===== config.mk =====
export PLATFORM = sky130hd
export DESIGN_NAME = crc32_bit_feeder
export DESIGN_NICKNAME = d
export VERILOG_FILES = /design/src/rtl/crc32_bit_feeder.sv
export SDC_FILE = /design/constraint.sdc
export NUM_CORES = 1
export LEC_CHECK = 0
export CAP_MARGIN = 20
export CELL_PAD_IN_SITES_DETAIL_PLACEMENT = 1
export CELL_PAD_IN_SITES_GLOBAL_PLACEMENT = 1
export CORE_ASPECT_RATIO = 0.8
export CORE_UTILIZATION = 31
export CTS_CLUSTER_DIAMETER = 150
export DETAILED_ROUTE_END_ITERATION = 12
export GPL_ROUTABILITY_DRIVEN = 0
export PLACE_DENSITY_LB_ADDON = 0.1
export SYNTH_ARGS = -nofsm -noshare
export SYNTH_HDL_FRONTEND = slang
export SYNTH_SLANG_ARGS = --single-unit

===== constraint.sdc =====
create_clock -name clk -period 2 [get_ports clk]
set_clock_uncertainty 0.15 [all_clocks]
set_input_delay 0.3 -clock clk [delete_from_list [all_inputs] [get_ports clk]]
set_output_delay 0.3 -clock clk [all_outputs]
set_load 0.03 [all_outputs]

===== src/rtl/crc32_bit_feeder.sv =====
// Byte-to-bit front end for a serial MSB-first CRC-32 stage: serialises framed bytes
// gap-free, resets the CRC stage before each frame and captures its result afterwards.
module crc32_bit_feeder (
   input  logic        clk,
   input  logic        rst,
   input  logic [7:0]  in_data,
   input  logic        in_valid,
   input  logic        in_last,
   output logic        in_ready,
   output logic        bit_out,
   output logic        crc_rst,
   input  logic [31:0] crc_in,
   output logic [31:0] frame_crc,
   output logic        crc_valid,
   output logic        underrun,
   output logic [2:0]  dbg_state_o
);

   // Handshake: a byte transfers on a rising edge where in_valid and in_ready are both
   // high; in_last is only meaningful alongside in_valid.
   typedef enum logic [2:0] {
      IDLE    = 3'd0,
      INIT    = 3'd1,
      SHIFT   = 3'd2,
      CAP1    = 3'd3,
      CAP2    = 3'd4,
      DISCARD = 3'd5
   } state_e;

   state_e      state_q;
   logic [7:0]  shreg_q;
   logic        sh_last_q;
   logic [2:0]  bit_cnt_q;
   logic [7:0]  hold_q;
   logic        hold_last_q;
   logic        hold_full_q;
   logic        last_seen_q;
   logic        crc_rst_q;
   logic [31:0] frame_crc_q;
   logic        crc_valid_q;
   logic        underrun_q;
   logic        ready_d;
   logic        accept;

   always_comb begin
      ready_d = 1'b0;
      case (state_q)
         IDLE, DISCARD: ready_d = 1'b1;
         INIT, SHIFT:   ready_d = !hold_full_q && !last_seen_q;
         default:       ready_d = 1'b0;
      endcase
   end

   assign in_ready    = ready_d && !rst;
   assign accept      = in_valid && in_ready;
   assign bit_out     = shreg_q[7];
   assign crc_rst     = crc_rst_q;
   assign frame_crc   = frame_crc_q;
   assign crc_valid   = crc_valid_q;
   assign underrun    = underrun_q;
   assign dbg_state_o = state_q;

   always_ff @(posedge clk) begin
      if (rst) begin
         state_q     <= IDLE;
         shreg_q     <= 8'h00;
         sh_last_q   <= 1'b0;
         bit_cnt_q   <= 3'd0;
         hold_q      <= 8'h00;
         hold_last_q <= 1'b0;
         hold_full_q <= 1'b0;
         last_seen_q <= 1'b0;
         crc_rst_q   <= 1'b1;
         frame_crc_q <= 32'h0;
         crc_valid_q <= 1'b0;
         underrun_q  <= 1'b0;
      end else begin
         crc_rst_q   <= 1'b0;
         crc_valid_q <= 1'b0;
         underrun_q  <= 1'b0;
         case (state_q)
            IDLE: begin
               if (accept) begin
                  shreg_q     <= in_data;
                  sh_last_q   <= in_last;
                  last_seen_q <= in_last;
                  crc_rst_q   <= 1'b1;
                  state_q     <= INIT;
               end
            end
            INIT: begin
               bit_cnt_q <= 3'd0;
               state_q   <= SHIFT;
               if (accept) begin
                  hold_q      <= in_data;
                  hold_last_q <= in_last;
                  hold_full_q <= 1'b1;
                  last_seen_q <= in_last;
               end
            end
            SHIFT: begin
               shreg_q   <= {shreg_q[6:0], 1'b0};
               bit_cnt_q <= bit_cnt_q + 3'd1;
               if (bit_cnt_q != 3'd7) begin
                  if (accept) begin
                     hold_q      <= in_data;
                     hold_last_q <= in_last;
                     hold_full_q <= 1'b1;
                     last_seen_q <= in_last;
                  end
               end else if (sh_last_q) begin
                  state_q <= CAP1;
               end else if (hold_full_q) begin
                  shreg_q     <= hold_q;
                  sh_last_q   <= hold_last_q;
                  hold_full_q <= 1'b0;
               end else if (accept) begin
                  // Byte arriving exactly on the final bit of the current one: bypass hold.
                  shreg_q     <= in_data;
                  sh_last_q   <= in_last;
                  last_seen_q <= in_last;
               end else begin
                  underrun_q <= 1'b1;
                  if (last_seen_q) begin
                     last_seen_q <= 1'b0;
                     state_q     <= IDLE;
                  end else begin
                     state_q <= DISCARD;
                  end
               end
            end
            CAP1: state_q <= CAP2;
            CAP2: begin
               frame_crc_q <= crc_in;
               crc_valid_q <= 1'b1;
               last_seen_q <= 1'b0;
               hold_full_q <= 1'b0;
               state_q     <= IDLE;
            end
            DISCARD: begin
               if (accept && in_last) state_q <= IDLE;
            end
            default: state_q <= IDLE;
         endcase
      end
   end

endmodule


==> results of run 1 <==
[per-layer routing]
layer	GRT usage	vias to the layer above
met2	0.317	66
met3	0.0707	6
met5	0	-
met1	0.260	1478
li1	-	1489
met4	0.0627	0
[timing repair]
item,in CTS,in global routing
resized for setup,9,12
buffers inserted,5,6
cloned,0,1
setup endpoints to repair,8,13
pin swaps,5,9
[state kept, by name, indices dropped and copies added (netlist names), 3 cells and up]
signal and count:
dbg_state_o 3, frame_crc 32, bit_cnt_q 3, hold_q 8
shreg_q 8
[worst register-to-register path, stage by stage, from the launching register on]
cell and delay (ns):
dfxtp_2 0.33, ha_4 0.16, ha_4 0.15, and2_4 0.16
buf_4 0.13, nand2_1 0.07, a21oi_1 0.11, or3_4 0.41
a221oi_2 0.27
[per-stage QoR]
stage	cell area (um2)	cells	total power, mW	worst slack, ns	utilization
after global placement	4020	563	3.79	-0.170	0.464
after detailed placement	4020	563	3.83	-0.215	0.464
after CTS	4400	584	5.54	-0.0579	0.508
after global routing	4500	590	5.92	-0.129	0.519
final	4500	590	5.62	-0.0670	0.519
after floorplan	2870	357	2.92	-0.00717	-
[synth_stat cells (all sizes together) (2+ instances only)]
cell type | count | area, um2
a211o | 2 | 26.3
a211oi | 2 | 15.0
a21boi | 8 | 71.3
a21o | 2 | 15.0
a21oi | 51 | 255
a22o | 2 | 17.5
a311oi | 4 | 35.0
a31oi | 2 | 12.5
and3 | 4 | 25.0
buf | 10 | 57.6
clkbuf | 15 | 56.3
dfxtp | 61 | 1220
ha | 2 | 25.0
inv | 9 | 33.8
mux2i | 9 | 90.1
nand2 | 82 | 308
nand2b | 3 | 21.3
nand3 | 12 | 60.1
nand4 | 2 | 12.5
nor2 | 19 | 73.8
nor2b | 2 | 12.5
nor3 | 7 | 62.6
nor3b | 2 | 20.0
o21a | 3 | 22.5
o21ai | 23 | 115
o32ai | 3 | 33.8
[area by class of cell]
| class | instances | area [um2] | area share |
|---|---|---|---|
| Sequential cell | 61 | 1230 | 0.273 |
| Multi-Input combinational cell | 262 | 1550 | 0.345 |
| Timing Repair Buffer | 130 | 1230 | 0.275 |
| Inverter | 9 | 33.8 | 0.00751 |
| Clock inverter | 4 | 72.6 | 0.0161 |
| Clock buffer | 12 | 236 | 0.0526 |
| Tap cell | 112 | 140 | 0.0312 |
[logic make-up (layout without fill, tap and decap cells)]
kind of cell | count (synthesis) | in the layout
muxes | 9 | 9
DFF | 61 | 61
buffers and inverters | 34 | 155
and+or+nand+nor | 140 | 140
AOI/OAI and AO/OA | 111 | 111
adders and majority gates | 2 | 2
[where the power goes]
part / internal [mW] / leakage (nW) / switching (mW)
clock network: 1.09 / 0.147 / 0.545
registers: 1.47 / 0.499 / 0.184
logic: 1.06 / 1.11 / 1.28
total: 3.61 / 1.76 / 2.01
[path summary, 6_finish.rpt]
check | slack [ns] | depth (start not counted) | from | end
min reg2reg | 0.30 | 2 | frame_crc[28]$_SDFFE_PP0P_ | frame_crc[28]$_SDFFE_PP0P_
max reg2reg | -0.04 | 8 | bit_cnt_q[1]$_SDFFE_PP0N_ | dbg_state_o[2]$_SDFFE_PP0P_
max | -0.07 | 6 | dbg_state_o[0]$_SDFFE_PP0P_ | in_ready
min | 0.20 | 3 | rst | hold_q[5]$_SDFFE_PP0P_
[layout by cell type (no fill, tap or decap), types with 6 or more instances in the layout]
| cell | n |
|---|---|
| nand2_1 | 80 |
| clkbuf_16 | 10 |
| mux2i_1 | 9 |
| a21oi_1 | 51 |
| a21boi_0 | 6 |
| o21ai_0 | 15 |
| clkdlybuf4s50_1 | 79 |
| buf_4 | 42 |
| inv_1 | 9 |
| dfxtp_1 | 56 |
| nand3_1 | 12 |
| o21ai_1 | 8 |
| nor2_1 | 18 |
==> flow_metrics.py, run 1 <==
metrics = {
    "logic_synthesis": {
        "synthFlopType": "dfxtp_1",
        "syn-num-nets": 403,
        "synth-xor-area-share": 0,
        "synth_area_per_cell_um2": 7.97,
        "synthAdderAreaFrac": 0.00880,
        "synth_top_family_by_area": "compound AO/OA/AOI/OAI gates",
        "synthArstFlopShare": 0,
        "synthMuxAreaShare": 0.0317,
        "ys_ff_latch": 61,
        "seq_area_frac_synth": 0.429,
        "synth_compound_area_frac": 0.249,
        "yosys_warnings": 0,
        "syn_inst": 357,
        "syn_area_mm2": 0.00284,
        "synth_edf_count": 0,
        "yosysUniqueCellTypes": 55,
        "synthSimpleGateAreaFrac": 0.229,
    },
    "critical_path": {
        "end_kind": "primary output",
        "crit_required_ns": 1.55,
        "critical_path_class": "reg2out",
        "critical_path.slowest_cell": "dfxtp_4",
        "worstPathCellList": "buf_12 > nor2b_4 > o22a_1 > buf_6 > a211oi_2 > buf_4",
        "cpPeakStageDelay_ns": 0.35,
        "worstPathMaxFanout": 5,
        "setup.worst_path.start_class": "register",
        "cp.arrival_ns": 1.62,
        "crit_family": "buffers and inverters",
        "critPathBufInv": 3,
    },
    "drt": {
        "drt_pre_antenna_iters": 4,
        "wl_per_cell_um": 16.1,
        "met2_length_um": 4510,
        "ant_nets": 0,
        "wl_met3_um": 595,
        "drt_iter0_drc": 143,
        "routed_wl_um": 9510,
        "top_layer_used": "met4",
        "drc": 0,
        "post_drt_via_cell_ratio": 5.15,
        "drt-met1-wl_um": 4340,
        "num_vias": 3039,
    },
    "sta": {
        "max_freq_mhz": 484,
        "timing.final.crit_share": 1.03,
        "hold_ws_ns": 0.198,
        "rsz0062_at_grt": "yes",
        "max_slew_margin": 0.677,
        "worst_pin_slew_ns": 0.483,
        "setup-violations-final": 2,
        "setup-tns-final_ns": -0.111,
        "fin_crit_ns": 2.07,
        "finalMaxSlewViolations": 0,
        "layout_setup_ws_ns": -0.0670,
        "hold_viol_final": 0,
    },
    "grt": {
        "grt_pass1_wl_um": 14700,
        "grt.overflow.total": 0,
        "track_usage": 0.202,
        "antenna_found_initial": 0,
        "grt_max_degree": 35,
        "grt_pass1_vias": 2934,
    },
    "clock_tree": {
        "clkTransAtPathRegs_ns": 0.05,
        "root_buffer": "clkbuf_16",
        "cts_sinks": 61,
        "hold_buffers": 0,
        "clockBufferDepth": 2,
        "cts_tree": "yes",
        "htreeDepth": 3,
        "clk_latency_ns": 0.33,
        "numCtsBuffers": 9,
    },
    "floorplanning": {
        "die_w_um": 109,
        "die-area_mm2": 0.00956,
        "die_h_um": 87.7,
        "core_area_mm2": 0.00867,
        "fp-row-count": 30,
        "ioPinCount": 84,
        "start_util": 0.328,
    },
    "cells_and_area": {
        "final_net_count": 519,
        "area_delta_synth_final_pct": 58.2,
        "n_antenna_cell": 0,
        "fill_cells": 1020,
        "drive_above_1_share": 0.186,
    },
    "hold_path": {
        "hp-class": "in2reg",
    },
    "job": {
        "cap_violations": 0,
    },
    "power_and_ir_drop": {
        "p_per_area_mw_per_mm2": 1250,
        "vdd_drop_max_mv": 0.595,
        "p_leak_nw": 1.76,
    },
    "placed_design": {
        "place_hpwl_um": 6640,
        "port_buffers": 83,
    },
    "outcome": {
        "status": "finished, violations left",
        "violations": "setup timing",
    },
}
Note: power is estimated with default switching activity, not from simulation.
==> inputs of run 2 (changes only) <==
--- a/config.mk
+++ b/config.mk
@@ -7,12 +7,9 @@
 export LEC_CHECK = 0
 export CAP_MARGIN = 20
-export CELL_PAD_IN_SITES_DETAIL_PLACEMENT = 1
-export CELL_PAD_IN_SITES_GLOBAL_PLACEMENT = 1
-export CORE_ASPECT_RATIO = 0.8
-export CORE_UTILIZATION = 31
+export CORE_UTILIZATION = 43
 export CTS_CLUSTER_DIAMETER = 150
 export DETAILED_ROUTE_END_ITERATION = 12
 export GPL_ROUTABILITY_DRIVEN = 0
-export PLACE_DENSITY_LB_ADDON = 0.1
+export PLACE_DENSITY = 0.77
 export SYNTH_ARGS = -nofsm -noshare
 export SYNTH_HDL_FRONTEND = slang
==> constraint.sdc (replaced) <==
create_clock -name clk -period 2 [get_ports clk]
set_clock_uncertainty 0.15 [all_clocks]
set_input_delay 0.3 -clock clk [delete_from_list [all_inputs] [get_ports clk]]
set_output_delay 0.3 -clock clk [all_outputs]
set_load 0.01 [all_outputs]
==> run 2 against run 1 <==
  * The run still ends with setup timing left
  * Fmax grew 2.9%
  * Hold slack improved by 0.055 ns
  * Clock power is 18% lower
  * Critical path depth increased by 1
  * Final cell count shrank 8.5%
  * Via count down 3.3%
  * Wire length is 19% lower
  * Die area decreased by 27%
  * Non-clock buffer count decreased by 15
  * Core utilization increased by 15 points
==> flow_metrics.py, run 2 (synthesis results as in run 1) <==
metrics = {
    "outcome": {
        "status": "finished, violations left",
        "violations": "setup timing",
    },
    "cells_and_area": {
        "area_delta_synth_final_pct": 48.6,
        "n_antenna_cell": 0,
        "finish.utilization": 0.665,
        "stdcell_count": 540,
        "mostFrequentLayoutCells": "nand2_1, clkdlybuf4s50_1, dfxtp_1, a21oi_1, buf_4",
        "multi_input_area_mm2": 0.00154,
        "fill_cells": 535,
        "seqCellArea_mm2": 0.00123,
        "drive_above_1_share": 0.158,
        "postLayoutCellArea_mm2": 0.00423,
        "final_net_count": 504,
        "largest_register_ffs": 32,
    },
    "sta": {
        "hold_viol_final": 0,
        "timing.final.crit_share": 1.00,
        "max_slew_margin": 0.721,
        "rsz0062_at_grt": "yes",
        "setup-tns-final_ns": -0.00903,
        "setup-violations-final": 1,
        "layout_setup_ws_ns": -0.00903,
        "fin_crit_ns": 2.01,
        "finalMaxSlewViolations": 0,
        "max_freq_mhz": 498,
        "worst_pin_slew_ns": 0.413,
    },
    "critical_path": {
        "worstPathMaxFanout": 3,
        "worstPathCellList": "ha_4 > ha_4 > and2_4 > o32ai_4 > nor3_4 > or3_4 > a221oi_2",
        "critical_path.slowest_cell": "or3_4",
        "crit_family": "simple AND/OR/NAND/NOR gates",
        "critical_path_class": "reg2reg",
        "end_kind": "register",
        "cpPeakStageDelay_ns": 0.35,
        "critPathBufInv": 0,
        "cpMostUsedCell": "ha_4",
        "setup.worst_path.start_class": "register",
        "cp.arrival_ns": 2.11,
        "crit_required_ns": 2.10,
    },
    "drt": {
        "routed_wl_um": 7700,
        "ant_nets": 0,
        "post_drt_via_cell_ratio": 5.44,
        "drt_pre_antenna_iters": 5,
        "wl_per_cell_um": 14.3,
        "drt_iter0_drc": 230,
        "num_vias": 2938,
        "drc": 0,
    },
    "grt": {
        "grt_pass1_wl_um": 12800,
        "track_usage": 0.229,
        "grt_pass1_vias": 2767,
        "grt.overflow.total": 0,
        "grt_max_degree": 34,
        "antenna_found_initial": 0,
    },
    "placed_design": {
        "port_buffers": 83,
        "place_hpwl_um": 5400,
        "placed_cell_area_mm2": 0.00393,
        "dpl.cell_count": 523,
        "dpl_worst_slack_ns": -0.232,
    },
    "job": {
        "cap_violations": 0,
    },
    "floorplanning": {
        "ioPinCount": 84,
        "die_h_um": 83.3,
        "start_util": 0.448,
        "fp-row-count": 29,
        "core_area_mm2": 0.00635,
        "die_w_um": 83.3,
        "die-area_mm2": 0.00694,
    },
    "power_and_ir_drop": {
        "p_leak_nw": 1.62,
        "power_frac_seq": 0.337,
        "p_switching_mw": 1.62,
        "pwr-share-comb": 0.388,
        "vdd_drop_max_mv": 0.728,
        "intPower_mw": 3.23,
        "sw_frac_of_total": 0.334,
        "p_per_area_mw_per_mm2": 1150,
        "clockPowerShare": 0.275,
    },
    "clock_tree": {
        "clkTransAtPathRegs_ns": 0.07,
        "numCtsBuffers": 9,
        "root_buffer": "clkbuf_8",
        "htreeDepth": 3,
        "clk_latency_ns": 0.34,
        "cts_sinks": 61,
        "clockBufferDepth": 2,
        "cts_tree": "yes",
    },
    "hold_path": {
        "hp-class": "in2reg",
    },
}
==> run 2: cell count changes in the layout (fill, tap and decap cells not counted), sizes merged <==
| cell | delta |
|---|---|
| dlygate4sd2 | -1 |
| bufinv | +1 |
| clkinv | +1 |
| clkbuf | -3 |
| clkdlybuf4s15 | +1 |
| buf | -15 |
| clkdlybuf4s50 | +2 |
| dlymetal6s2s | -1 |
==> run 2: metrics by stage <==
stage | hold WS [ns] | total power, mW
floorplan | 0.286 | 2.67
global placement | 0.291 | 3.44
detailed placement | 0.295 | 3.48
CTS | 0.238 | 4.86
global route | 0.264 | 5.11
finish | 0.253 | 4.85
==> run 2: layer usage <==
layer	vias to the layer above	routed length (um)	GRT usage
li1	1450	-	-
met1	1357	3250	0.283
met2	112	3760	0.379
met3	19	471	0.0517
met4	0	217	0.105
met5	-	0	0
==> run 2: repair_timing <==
item | 4_1_cts | 5_1_grt
hold buffers | 0 | 0
setup buffers | 1 | 0
gates resized for setup | 12 | 3
setup endpoints to repair | 4 | 4
pin swaps | 0 | 1
==> run 2: worst paths after layout <==
kind / from / to / slack, ns / depth (start not counted)
max: bit_cnt_q[1]$_SDFFE_PP0N_ / dbg_state_o[2]$_SDFFE_PP0P_ / -0.009 / 7
min: rst / bit_cnt_q[0]$_SDFFE_PP0N_ / 0.25 / 3
max reg2reg: bit_cnt_q[1]$_SDFFE_PP0N_ / dbg_state_o[2]$_SDFFE_PP0P_ / -0.009 / 7
min reg2reg: frame_crc[26]$_SDFFE_PP0P_ / frame_crc[26]$_SDFFE_PP0P_ / 0.30 / 2
==> run 2: power groups by stage <==
stage / clock, mW / combinational (mW) / sequential, mW
global route: 1.41 / 2.04 / 1.66
floorplan: 0 / 1.00 / 1.67
global placement: 0 / 1.80 / 1.64
detailed placement: 0 / 1.83 / 1.65
finish: 1.33 / 1.88 / 1.63
CTS: 1.36 / 1.86 / 1.63
==> run 2: worst reg2reg max path, cell delays in order, from the launching register on <==
cell      delay (ns)
dfxtp_2         0.34
ha_4            0.16
ha_4            0.16
and2_4          0.17
o32ai_4         0.25
nor3_4          0.07
or3_4           0.35
a221oi_2        0.28
==> run 2: layout make-up <==
| class | instances | area share |
|---|---|---|
| multi-input combinational | 262 | 0.364 |
| sequential | 61 | 0.290 |
| timing repair buffer | 115 | 0.259 |
| clock buffer | 10 | 0.0302 |
| clock inverter | 6 | 0.0264 |
| tap | 77 | 0.0228 |
| inverter | 9 | 0.00800 |
==> inputs of run 3 (changes only) <==
CORE_UTILIZATION = 47   (was 43)
PLACE_DENSITY = 0.8   (was 0.77)
clock period = 1.9 ns   (was 2 ns; I/O delays follow)
==> run 3 against run 2 <==
  * Non-clock buffer count increased by 15
  * Power increased by 9.6%
  * Worst setup slack got worse by 0.071 ns
  * Clock-buffer cell count increased by 1
  * Core utilization increased by 10 points
  * Hold slack improved by 0.029 ns
  * First-iteration DRC count decreased by 14%
  * Sequential power increased by 6%
  * Critical path depth decreased by 1
  * The run still ends with setup timing left
  * Final area increased by 2.9%
  * Wire length increased by 8.3%
  * Combinational power increased by 14%
==> flow_metrics.py, run 3 (synthesis results as in run 1) <==
metrics = {
    "placed_design": {
        "dpl.cell_count": 532,
        "place_hpwl_um": 5630,
        "port_buffers": 83,
        "dpl_worst_slack_ns": -0.256,
    },
    "critical_path": {
        "end_kind": "register",
        "setup.worst_path.start_class": "register",
        "timing.rr.end": "dbg_state_o[2]$_SDFFE_PP0P_",
        "worstPathMaxFanout": 9,
        "cp.arrival_ns": 2.09,
        "r2r_setup_slack_ns": -0.08,
        "worstPathCellList": "buf_4 > and3b_1 > a211o_1 > a21oi_1 > o311ai_0 > a221oi_2",
        "critical_path.slowest_cell": "dfxtp_2",
        "r2r_cells": 6,
        "critical_path_class": "reg2reg",
        "rr_startpoint": "dbg_state_o[1]$_SDFFE_PP0P_",
        "cpPeakStageDelay_ns": 0.43,
        "crit_required_ns": 2.01,
    },
    "sta": {
        "hold_viol_final": 0,
        "max_freq_mhz": 505,
        "worst_pin_slew_ns": 0.422,
        "timing.final.crit_share": 1.04,
        "finalMaxSlewViolations": 0,
        "max_slew_margin": 0.719,
        "setup-violations-final": 2,
        "layout_setup_ws_ns": -0.0801,
        "setup-tns-final_ns": -0.115,
        "rsz0062_at_grt": "yes",
        "fin_crit_ns": 1.98,
    },
    "floorplanning": {
        "die-area_mm2": 0.00637,
        "start_util": 0.501,
        "die_h_um": 79.8,
        "ioPinCount": 84,
        "core_area_mm2": 0.00568,
        "fp-row-count": 27,
        "die_w_um": 79.8,
    },
    "drt": {
        "wl_per_cell_um": 15.2,
        "drc": 0,
        "ant_nets": 0,
        "drt_pre_antenna_iters": 5,
        "drt_iter0_drc": 197,
        "num_vias": 3090,
        "post_drt_via_cell_ratio": 5.63,
        "routed_wl_um": 8350,
    },
    "clock_tree": {
        "clkTransAtPathRegs_ns": 0.07,
        "htreeDepth": 3,
        "root_buffer": "clkbuf_8",
        "clockBufferDepth": 2,
        "cts_sinks": 61,
        "numCtsBuffers": 9,
        "clk_latency_ns": 0.34,
        "hold_buffers": 0,
        "cts_tree": "yes",
    },
    "job": {
        "cap_violations": 0,
    },
    "hold_path": {
        "holdCritStartpoint": "rst",
        "hp-class": "in2reg",
        "hold_path_end": "hold_q[2]$_SDFFE_PP0P_",
        "hold-path-cell-count": 3,
    },
    "cells_and_area": {
        "area_delta_synth_final_pct": 52.9,
        "layout_commonest_cell": "nand2_1",
        "final_net_count": 519,
        "drive_above_1_share": 0.189,
        "mostFrequentLayoutCells": "nand2_1, clkdlybuf4s50_1, dfxtp_1, a21oi_1, buf_4",
        "n_antenna_cell": 0,
        "largest_register_ffs": 32,
        "stdcell_count": 549,
    },
    "outcome": {
        "violations": "setup timing",
        "status": "finished, violations left",
    },
    "grt": {
        "grt_pass1_vias": 2936,
        "grt_pass1_wl_um": 13500,
        "grt.overflow.total": 0,
        "track_usage": 0.275,
        "antenna_found_initial": 0,
        "grt_max_degree": 39,
    },
    "power_and_ir_drop": {
        "p_total_mw": 5.31,
        "p_leak_nw": 1.72,
        "p_per_area_mw_per_mm2": 1220,
        "vdd_drop_max_mv": 0.993,
    },
}
## run 3: changes by cell type in the layout (fill, tap and decap cells not counted), sizes merged
cell	delta
buf	+15
clkdlybuf4s50	-1
dlymetal6s2s	+1
clkdlybuf4s15	-1
clkbuf	+2
clkinv	-1
clkinvlp	-1
## run 3: repair_timing
item,CTS,global route
endpoints found under the hold margin,0,0
gates resized for setup,8,12
setup buffers,0,2
setup endpoints to repair,7,21
pin swaps,0,2
gates cloned,0,0
## run 3: final cells by class
| class | count | area (um2) |
|---|---|---|
| multi-input combinational | 262 | 1550 |
| sequential | 61 | 1230 |
| timing repair buffer | 130 | 1200 |
| tap | 72 | 90.1 |
| fill | 398 | 1330 |
| clock buffer | 11 | 151 |
| inverter | 9 | 33.8 |
| clock inverter | 4 | 95.1 |
## run 3: how the worst max path moves through the flow
stage / from / to / slack, ns / cells after the start
floorplan: bit_cnt_q[1]$_SDFFE_PP0N_ / dbg_state_o[2]$_SDFFE_PP0P_ / 0.009 / 7
CTS: dbg_state_o[2]$_SDFFE_PP0P_ / in_ready / -0.07 / 4
global route: dbg_state_o[1]$_SDFFE_PP0P_ / dbg_state_o[2]$_SDFFE_PP0P_ / -0.15 / 6
global placement: in_valid / dbg_state_o[2]$_SDFFE_PP0P_ / -0.21 / 6
finish: dbg_state_o[1]$_SDFFE_PP0P_ / dbg_state_o[2]$_SDFFE_PP0P_ / -0.08 / 6
detailed placement: in_valid / dbg_state_o[2]$_SDFFE_PP0P_ / -0.26 / 6
## run 3: power by group
| part | internal (mW) | total (mW) | leakage, nW | switching (mW) |
|---|---|---|---|---|
| Combinational | 1.08 | 2.15 | 1.10 | 1.06 |
| Clock | 0.934 | 1.44 | 0.125 | 0.509 |
| Sequential | 1.54 | 1.72 | 0.498 | 0.184 |
| Total | 3.56 | 5.31 | 1.72 | 1.76 |
## run 3: per-stage QoR
step            util  area (um2)  hold WS, ns
6_report       0.766        4350        0.282
5_1_grt        0.766        4350        0.290
4_1_cts        0.759        4310        0.267
3_5_place_dp   0.713        4040        0.297
3_3_place_gp   0.713        4040        0.291
2_1_floorplan      -        2870        0.271
## run 3: layer usage
metal,vias up,wire length (um),GRT usage
met5,-,0,0
met4,0,306,0.145
met3,38,479,0.0549
met2,124,4050,0.456
met1,1451,3510,0.335
li1,1477,-,-
## run 3: worst max-delay path: cells and delay by family, from the launching register on
family	cells	cell delay (ns)
AO/OA/AOI/OAI	4	0.95
buffers and inverters	1	0.17
flip-flops	1	0.43
AND/OR/NAND/NOR	1	0.20
